File: src/rtl/pipeline_ctrl.sv
// Pipeline hazard controller: load-use stalls, branch flushes,
// data-memory wait handling with timeout and saturating perf counters.
module pipeline_ctrl #(
  parameter int unsigned TIMEOUT = 255,
  parameter int unsigned CNT_W   = 16
) (
  input  logic             clk_i,
  input  logic             rst_i,
  input  logic             idex_memread_i,
  input  logic [4:0]       idex_rt_i,
  input  logic [4:0]       ifid_rs_i,
  input  logic [4:0]       ifid_rt_i,
  input  logic             branch_taken_i,
  input  logic             dmem_req_i,
  input  logic             dmem_ack_i,
  output logic             pc_stall_o,
  output logic             ifid_stall_o,
  output logic             ifid_flush_o,
  output logic             idex_stall_o,
  output logic             idex_bubble_o,
  output logic             exmem_stall_o,
  output logic             memwb_bubble_o,
  output logic             err_o,
  output logic [CNT_W-1:0] stall_cnt_o,
  output logic [CNT_W-1:0] flush_cnt_o
);

  typedef enum logic [1:0] {
    RUN      = 2'd0,
    MEM_WAIT = 2'd1,
    ERROR    = 2'd2
  } state_e;

  localparam logic [7:0] WAIT_LAST = 8'(TIMEOUT - 1);

  state_e           state_q, state_d;
  logic [7:0]       wait_q, wait_d;
  logic             err_q, err_d;
  logic [CNT_W-1:0] stall_q, stall_d;
  logic [CNT_W-1:0] flush_q, flush_d;

  logic mem_miss;
  logic mem_hold;
  logic load_use;
  logic lu_evt;
  logic br_evt;

  always_comb begin
    mem_miss = dmem_req_i & ~dmem_ack_i;
    mem_hold = mem_miss | (state_q == ERROR);
    load_use = idex_memread_i
             & (idex_rt_i != 5'd0)
             & ((idex_rt_i == ifid_rs_i)
              | (idex_rt_i == ifid_rt_i));
    lu_evt   = load_use & ~mem_hold;
    br_evt   = branch_taken_i & ~mem_hold & ~load_use;
  end

  always_comb begin
    pc_stall_o     = 1'b0;
    ifid_stall_o   = 1'b0;
    ifid_flush_o   = 1'b0;
    idex_stall_o   = 1'b0;
    idex_bubble_o  = 1'b0;
    exmem_stall_o  = 1'b0;
    memwb_bubble_o = 1'b0;
    unique case (1'b1)
      mem_hold: begin
        pc_stall_o     = 1'b1;
        ifid_stall_o   = 1'b1;
        idex_stall_o   = 1'b1;
        exmem_stall_o  = 1'b1;
        memwb_bubble_o = 1'b1;
      end
      lu_evt: begin
        pc_stall_o    = 1'b1;
        ifid_stall_o  = 1'b1;
        idex_bubble_o = 1'b1;
      end
      br_evt: begin
        ifid_flush_o = 1'b1;
      end
      default: ;
    endcase
  end

  // Wait counter holds the number of MEM_WAIT cycles already spent.
  always_comb begin
    state_d = state_q;
    wait_d  = wait_q;
    case (state_q)
      RUN: begin
        if (mem_miss) begin
          state_d = MEM_WAIT;
          wait_d  = 8'd0;
        end
      end
      MEM_WAIT: begin
        if (dmem_ack_i) begin
          state_d = RUN;
        end else begin
          wait_d = wait_q + 8'd1;
          if (wait_q == WAIT_LAST) state_d = ERROR;
        end
      end
      ERROR: ;
      default: state_d = RUN;
    endcase
    err_d = (state_d == ERROR);
  end

  always_comb begin
    stall_d = stall_q;
    flush_d = flush_q;
    if (pc_stall_o && (stall_q != '1)) stall_d = stall_q + 1'b1;
    if (ifid_flush_o && (flush_q != '1)) flush_d = flush_q + 1'b1;
  end

  always_ff @(posedge clk_i or negedge rst_i) begin
    if (!rst_i) begin
      state_q <= RUN;
      wait_q  <= 8'd0;
      err_q   <= 1'b0;
      stall_q <= '0;
      flush_q <= '0;
    end else begin
      state_q <= state_d;
      wait_q  <= wait_d;
      err_q   <= err_d;
      stall_q <= stall_d;
      flush_q <= flush_d;
    end
  end

  assign err_o       = err_q;
  assign stall_cnt_o = stall_q;
  assign flush_cnt_o = flush_q;

endmodule

File: config.mk
export PLATFORM = sky130hd
export DESIGN_NAME = pipeline_ctrl
export DESIGN_NICKNAME = d
export VERILOG_FILES = /design/src/rtl/pipeline_ctrl.sv
export SDC_FILE = /design/constraint.sdc
export NUM_CORES = 1
export LEC_CHECK = 0
export BUFFER_PORTS_ARGS = -buffer_cell sky130_fd_sc_hd__buf_2
export CAP_MARGIN = 40
export CORE_AREA = 2 2 77 61
export DETAILED_ROUTE_END_ITERATION = 8
export DIE_AREA = 0 0 79 63
export PLACE_DENSITY_LB_ADDON = 0.2
export SETUP_SLACK_MARGIN = 0.1
export SLEW_MARGIN = 20
export SYNTH_ARGS = -nofsm -noshare
export SYNTH_HDL_FRONTEND = slang
export SYNTH_SLANG_ARGS = --single-unit
File: constraint.sdc
create_clock -name clk_i -period 2.55 [get_ports clk_i]
set_input_delay 0.1275 -clock clk_i [delete_from_list [all_inputs] [get_ports clk_i]]
set_output_delay 0.1275 -clock clk_i [all_outputs]
set_load 0.02 [all_outputs]
# [After elaboration in Yosys (flattened, before gate mapping)]
# Index checks and enable logic that the tools add are counted.
[classes] muxes=11 add_sub_neg=3 n_bitwise=11 n_reduce_logical=7 eq_ne=10
[op_table] operator="adder 16 x 1 -> 16 bit (second input constant)" n=2
[op_table] operator="inequality test 16 bit (second input constant)" n=2
[op_table] operator="2-to-1 mux 8 bit" n=2
[op_table] operator="one-hot mux 8 bit (2 select lines)" n=1
[op_table] operator="equality test 5 bit" n=2
[op_table] operator="adder 8 x 1 -> 8 bit (second input constant)" n=1
[op_table] operator="equality test 8 bit (second input constant)" n=1
[op_table] operator="bitwise AND 1 bit" n=6
[op_table] operator="2-to-1 mux 2 bit" n=3
[op_table] operator="one-hot mux 2 bit (3 select lines)" n=1
[op_table] operator="nonzero test 5 bit" n=1
[op_table] operator="equality test 2 bit (second input constant)" n=2
[op_table] operator="2-to-1 mux 1 bit" n=4
[op_table] operator="inequality test 2 bit (second input constant)" n=2
[op_table] operator="inverter 1 bit" n=3
[op_table] operator="AND reduction 3 bit" n=1
[op_table] operator="equality test 2 x 1 -> 1 bit (second input constant)" n=1
[op_table] operator="logical AND 1 bit" n=2
[op_table] operator="zero test 2 bit" n=1
[op_table] operator="OR 1 bit" n=2
[op_table] operator="nonzero test 2 bit" n=1
[op_table] operator="OR reduction 2 bit" n=1
[totals] output_inout_bits=40 ff_bits=43 word_cells=47 in_bits=21

# [Longest topological paths before layout]
[logic_depth] word_depth=8 ltp_mapped=7 ltp_nobuf=7

# [Worst setup path after synthesis]
# OpenSTA, ideal clock, no wires.
[synth_path] kind="register -> register" startpoint="reg stall_q[4], in the netlist stall_cnt_o[4]" endpoint="reg stall_q[1], in the netlist stall_cnt_o[1]" path_stages_with_launch=7 n_path_buf=1 setup_slack_ns=0.691 arrival_time_ns=1.731 required_time_ns=2.422 cell_sequence="dfrtp_1 nand3_1 or2_1 clkbuf_1 nor3_2 nor2_1 mux2_1"
[synth_via] elab_chain_len=2
[synth_rtl] element="start: declaration" line="39" rtl="logic [CNT_W-1:0] stall_q, stall_d;"
[synth_rtl] element="start signal: assignment" line="130" rtl="stall_q <= stall_d;"
[synth_rtl] element="inequality test 16 bit" line="115" rtl="if (pc_stall_o && (stall_q != '1)) stall_d = stall_q + 1'b1;"
[synth_rtl] element="logical AND 1 bit" line="115"
# No other way between the ends.
# A chain may end at the register's enable or synchronous reset.

# [Worst setup path after layout]
[layout_path] startpoint="reg state_q[0]" endpoint="out ifid_flush_o"
[layout_via] elab_chain_len=6
[layout_rtl] element="start: declaration" line="36" rtl="state_e state_q, state_d;"
[layout_rtl] element="start signal: assignment" line="127" rtl="state_q <= state_d;"
[layout_rtl] element="equality test 2 bit" line="50" rtl="mem_hold = mem_miss | (state_q == ERROR);"
[layout_rtl] element="OR 1 bit" line="50"
[layout_rtl] element="inverter 1 bit" line="56" rtl="br_evt = branch_taken_i & ~mem_hold & ~load_use;"
[layout_rtl] element="bitwise AND 1 bit (2 in series)" line="56"
[layout_rtl] element="2-to-1 mux 1 bit" line="67" rtl="unique case (1'b1)"
[layout_rtl] element="end: declaration" line="18" rtl="output logic ifid_flush_o,"
# No other way between the ends.

==> impl_metrics.py <==
metrics = {
    "outcome": {
        "status": "complete, no violations",
    },
    "final_layout": {
        "post-route-util": 0.6443,
        "nFillCells": 365,
        "layoutNonFillerInstCount": 342,
        "post-route-cell-area_mm2": 0.002743,
        "syn_to_final_growth_pct": 20.18,
        "nets": 309,
        "antenna_cells": 0,
        "drive_gt1_frac": 0.2737,
    },
    "floorplanning": {
        "top_level_ports": 61,
        "die_x_um": 79,
        "dieArea_mm2": 0.004977,
        "coreArea_mm2": 0.004257,
        "start_util": 0.5362,
        "rows": 21,
        "dieHeight_um": 63,
    },
    "flow_run": {
        "drv_cap": 0,
    },
    "logic_synthesis": {
        "yosysSeqAreaShare": 0.4715,
        "ys_warn_count": 0,
        "synthesis.nets": 244,
        "ys_ff_latch": 43,
        "ys.flop_type": "dfrtp_1",
        "synthArstFlopShare": 1.000,
        "synth_edf_count": 0,
        "synth_cell_types": 38,
        "netlist_instances": 219,
        "syn_avg_cell_area_um2": 10.42,
        "synth_area_mm2": 0.002282,
    },
    "worst_setup_path": {
        "worstSetupEndpointType": "output pin",
        "critPathLaunchType": "register",
        "rrSetupSlack_ps": 670,
        "crit_type": "register to output pin",
        "crit_fanout": 15,
        "critPathRequiredTime_ps": 2420,
        "cp.arrival_ps": 1820,
    },
    "power": {
        "seqPwrFrac": 0.488,
        "p_total_mw": 2.044,
        "comb_power_share": 0.312,
        "swShare": 0.3756,
        "p_per_area_mw_per_mm2": 745.1,
        "clock_power_share": 0.201,
        "p_switching_mw": 0.7676,
        "internal_power_mw": 1.276,
        "power_leakage_nw": 1.285,
        "ir_worst_vdd_v": 0.0006279,
    },
    "clocking": {
        "tritoncts": "built",
        "htreeDepth": 2,
        "cts_buffer_depth": 2,
        "cts_sinks": 43,
        "cts_root_buf": "clkbuf_8",
        "cts_buffers": 5,
        "clk-insertion-delay-late_ps": 290,
        "clkTransAtPathRegs_ps": 80,
    },
    "place": {
        "dp_hpwl_um": 3411,
        "port-buffer-count": 60,
        "gp_congestion": 0.7649,
        "place_area_mm2": 0.002651,
        "pre_cts_ws_ps": 677.3,
        "placed_cells": 333,
    },
    "detailed_routing": {
        "drt-wirelength-per-cell_um": 13.42,
        "antenna_left": 0,
        "num_vias": 1823,
        "routed_wirelength_um": 4591,
        "drtIter0Drc": 97,
        "drcViolationCount": 0,
        "dr.pass1.iters": 4,
        "vias_per_cell": 5.330,
    },
    "sta": {
        "clock_skew_ps": 4.049,
        "setup_viol": 0,
        "rsz0062_at_grt": "no",
        "fmax_ghz": 0.5138,
        "finalCritPeriodShare": 0.7632,
        "fin_crit_ps": 1946,
        "relSlewSlack": 0.6553,
        "tns_ps": 0,
        "worst_slack_ps": 603.8,
        "hold_viol_final": 0,
        "tightest_slew_ps": 512.7,
        "slew_viol_final": 0,
        "fin_hold_ws_ps": 214.3,
    },
    "worst_hold_path": {
        "hold_path_class": "primary input to register",
    },
    "grt": {
        "grt_pass1_wl_um": 8293,
        "grt_max_degree": 33,
        "grt_pass1_vias": 1815,
        "grt.overflow.total": 0,
        "antenna_found_initial": 0,
        "grtUsageTotal": 0.2076,
    },
}
-- cells in the mapped netlist (all sizes together), types with 4 or more instances --
cell,n,area (um^2)
nor3,4,25.02
nor2,13,48.80
and3,12,75.07
nand3,15,75.07
o21ai,5,25.02
o31ai,4,30.03
xor2,17,148.9
ha,4,50.05
xnor2,24,210.2
inv,6,22.52
a21oi,6,41.29
nor4b,4,53.80
nand4,13,81.33
buf,6,48.80
nand2,14,52.55
dfrtp,43,1076
-- power by group through the flow --
stage	combinational (mW)	sequential (mW)	clock, mW
after detailed placement	0.641	1.01	0
after CTS	0.646	0.995	0.427
after global routing	0.705	1.02	0.457
after floorplan	0.287	1.11	0
final	0.637	0.996	0.410
after global placement	0.623	1.00	0
-- flip-flops by register name, indices dropped and copies added, names as in the netlist --
signal and count:
flush_cnt_o 16, state_q 2, wait_q 8, err_o 1
stall_cnt_o 16
-- worst max-delay path, cell delays in order, from the launching register on --
cell	delay [ps]
dfrtp_1	410
nand2b_1	180
o21ai_1	80
buf_4	160
a21oi_4	160
buf_4	240
and2_1	150
buf_2	150
-- what timing repair did --
item                                    in CTS  in global routing
endpoints found under the hold margin       11                  0
endpoints found under the setup margin       0                  0
hold buffers                                 1                  0
buffers inserted                             0                  0
gates resized for setup                      0                  0
-- final timing paths --
| check | endpoint | start | depth (start not counted) |
|---|---|---|---|
| min in group asynchronous | stall_cnt_o[4]$_DFFE_PN0P_ | rst_i | 2 |
| worst min register to register | flush_cnt_o[11]$_DFFE_PN0P_ | flush_cnt_o[11]$_DFFE_PN0P_ | 1 |
| worst min-delay path | flush_cnt_o[7]$_DFFE_PN0P_ | branch_taken_i | 3 |
| worst max register to register | stall_cnt_o[1]$_DFFE_PN0P_ | stall_cnt_o[0]$_DFFE_PN0P_ | 7 |
| max in group asynchronous | flush_cnt_o[13]$_DFFE_PN0P_ | rst_i | 3 |
| worst max-delay path | ifid_flush_o | state_q[0]$_DFF_PN0_ | 7 |
-- placed cells by master (no fill, tap or decap), types with 6 or more instances in the layout --
| cell type | Yosys | final |
|---|---|---|
| nand2_1 | 14 | 14 |
| xor2_1 | 17 | 17 |
| buf_2 | 0 | 60 |
| and3_1 | 12 | 12 |
| nand3_1 | 15 | 15 |
| inv_1 | 6 | 6 |
| nand4_1 | 13 | 13 |
| nor2_1 | 13 | 13 |
| dfrtp_1 | 43 | 43 |
| xnor2_1 | 24 | 24 |
-- cells by family (layout without fill, tap and decap cells) --
| group | after synthesis | after routing | share of synthesized area |
|---|---|---|---|
| AO/OA/AOI/OAI | 23 | 23 | 0.07292 |
| XOR/XNOR | 41 | 41 | 0.1573 |
| adder cells (fa/ha/maj) | 4 | 4 | 0.02193 |
| buffers and inverters | 15 | 81 | 0.03618 |
| flip-flops | 43 | 43 | 0.4715 |
| multiplexers | 3 | 3 | 0.01425 |
| AND/OR/NAND/NOR | 90 | 90 | 0.2259 |
-- final cells by class --
class                           instances  area [um^2]  share of cell area
Multi-Input combinational cell        161         1124              0.4097
Inverter                                6        22.52            0.008212
Clock inverter                          1        5.005            0.001825
Sequential cell                        43         1076              0.3923
Tap cell                               57        71.32             0.02600
Clock buffer                            7        76.32             0.02783
Timing Repair Buffer                   67        367.9              0.1341
-- per-layer routing --
| layer | vias up | GRT usage | wire [um] |
|---|---|---|---|
| met3 | 4 | 0.05925 | 206 |
| met2 | 43 | 0.3231 | 2112 |
| met4 | 0 | 0.05172 | 20 |
| met5 | - | 0 | 0 |
| met1 | 876 | 0.2871 | 2252 |
| li1 | 900 | - | - |
No activity file was read; power rests on OpenSTA's default activity.
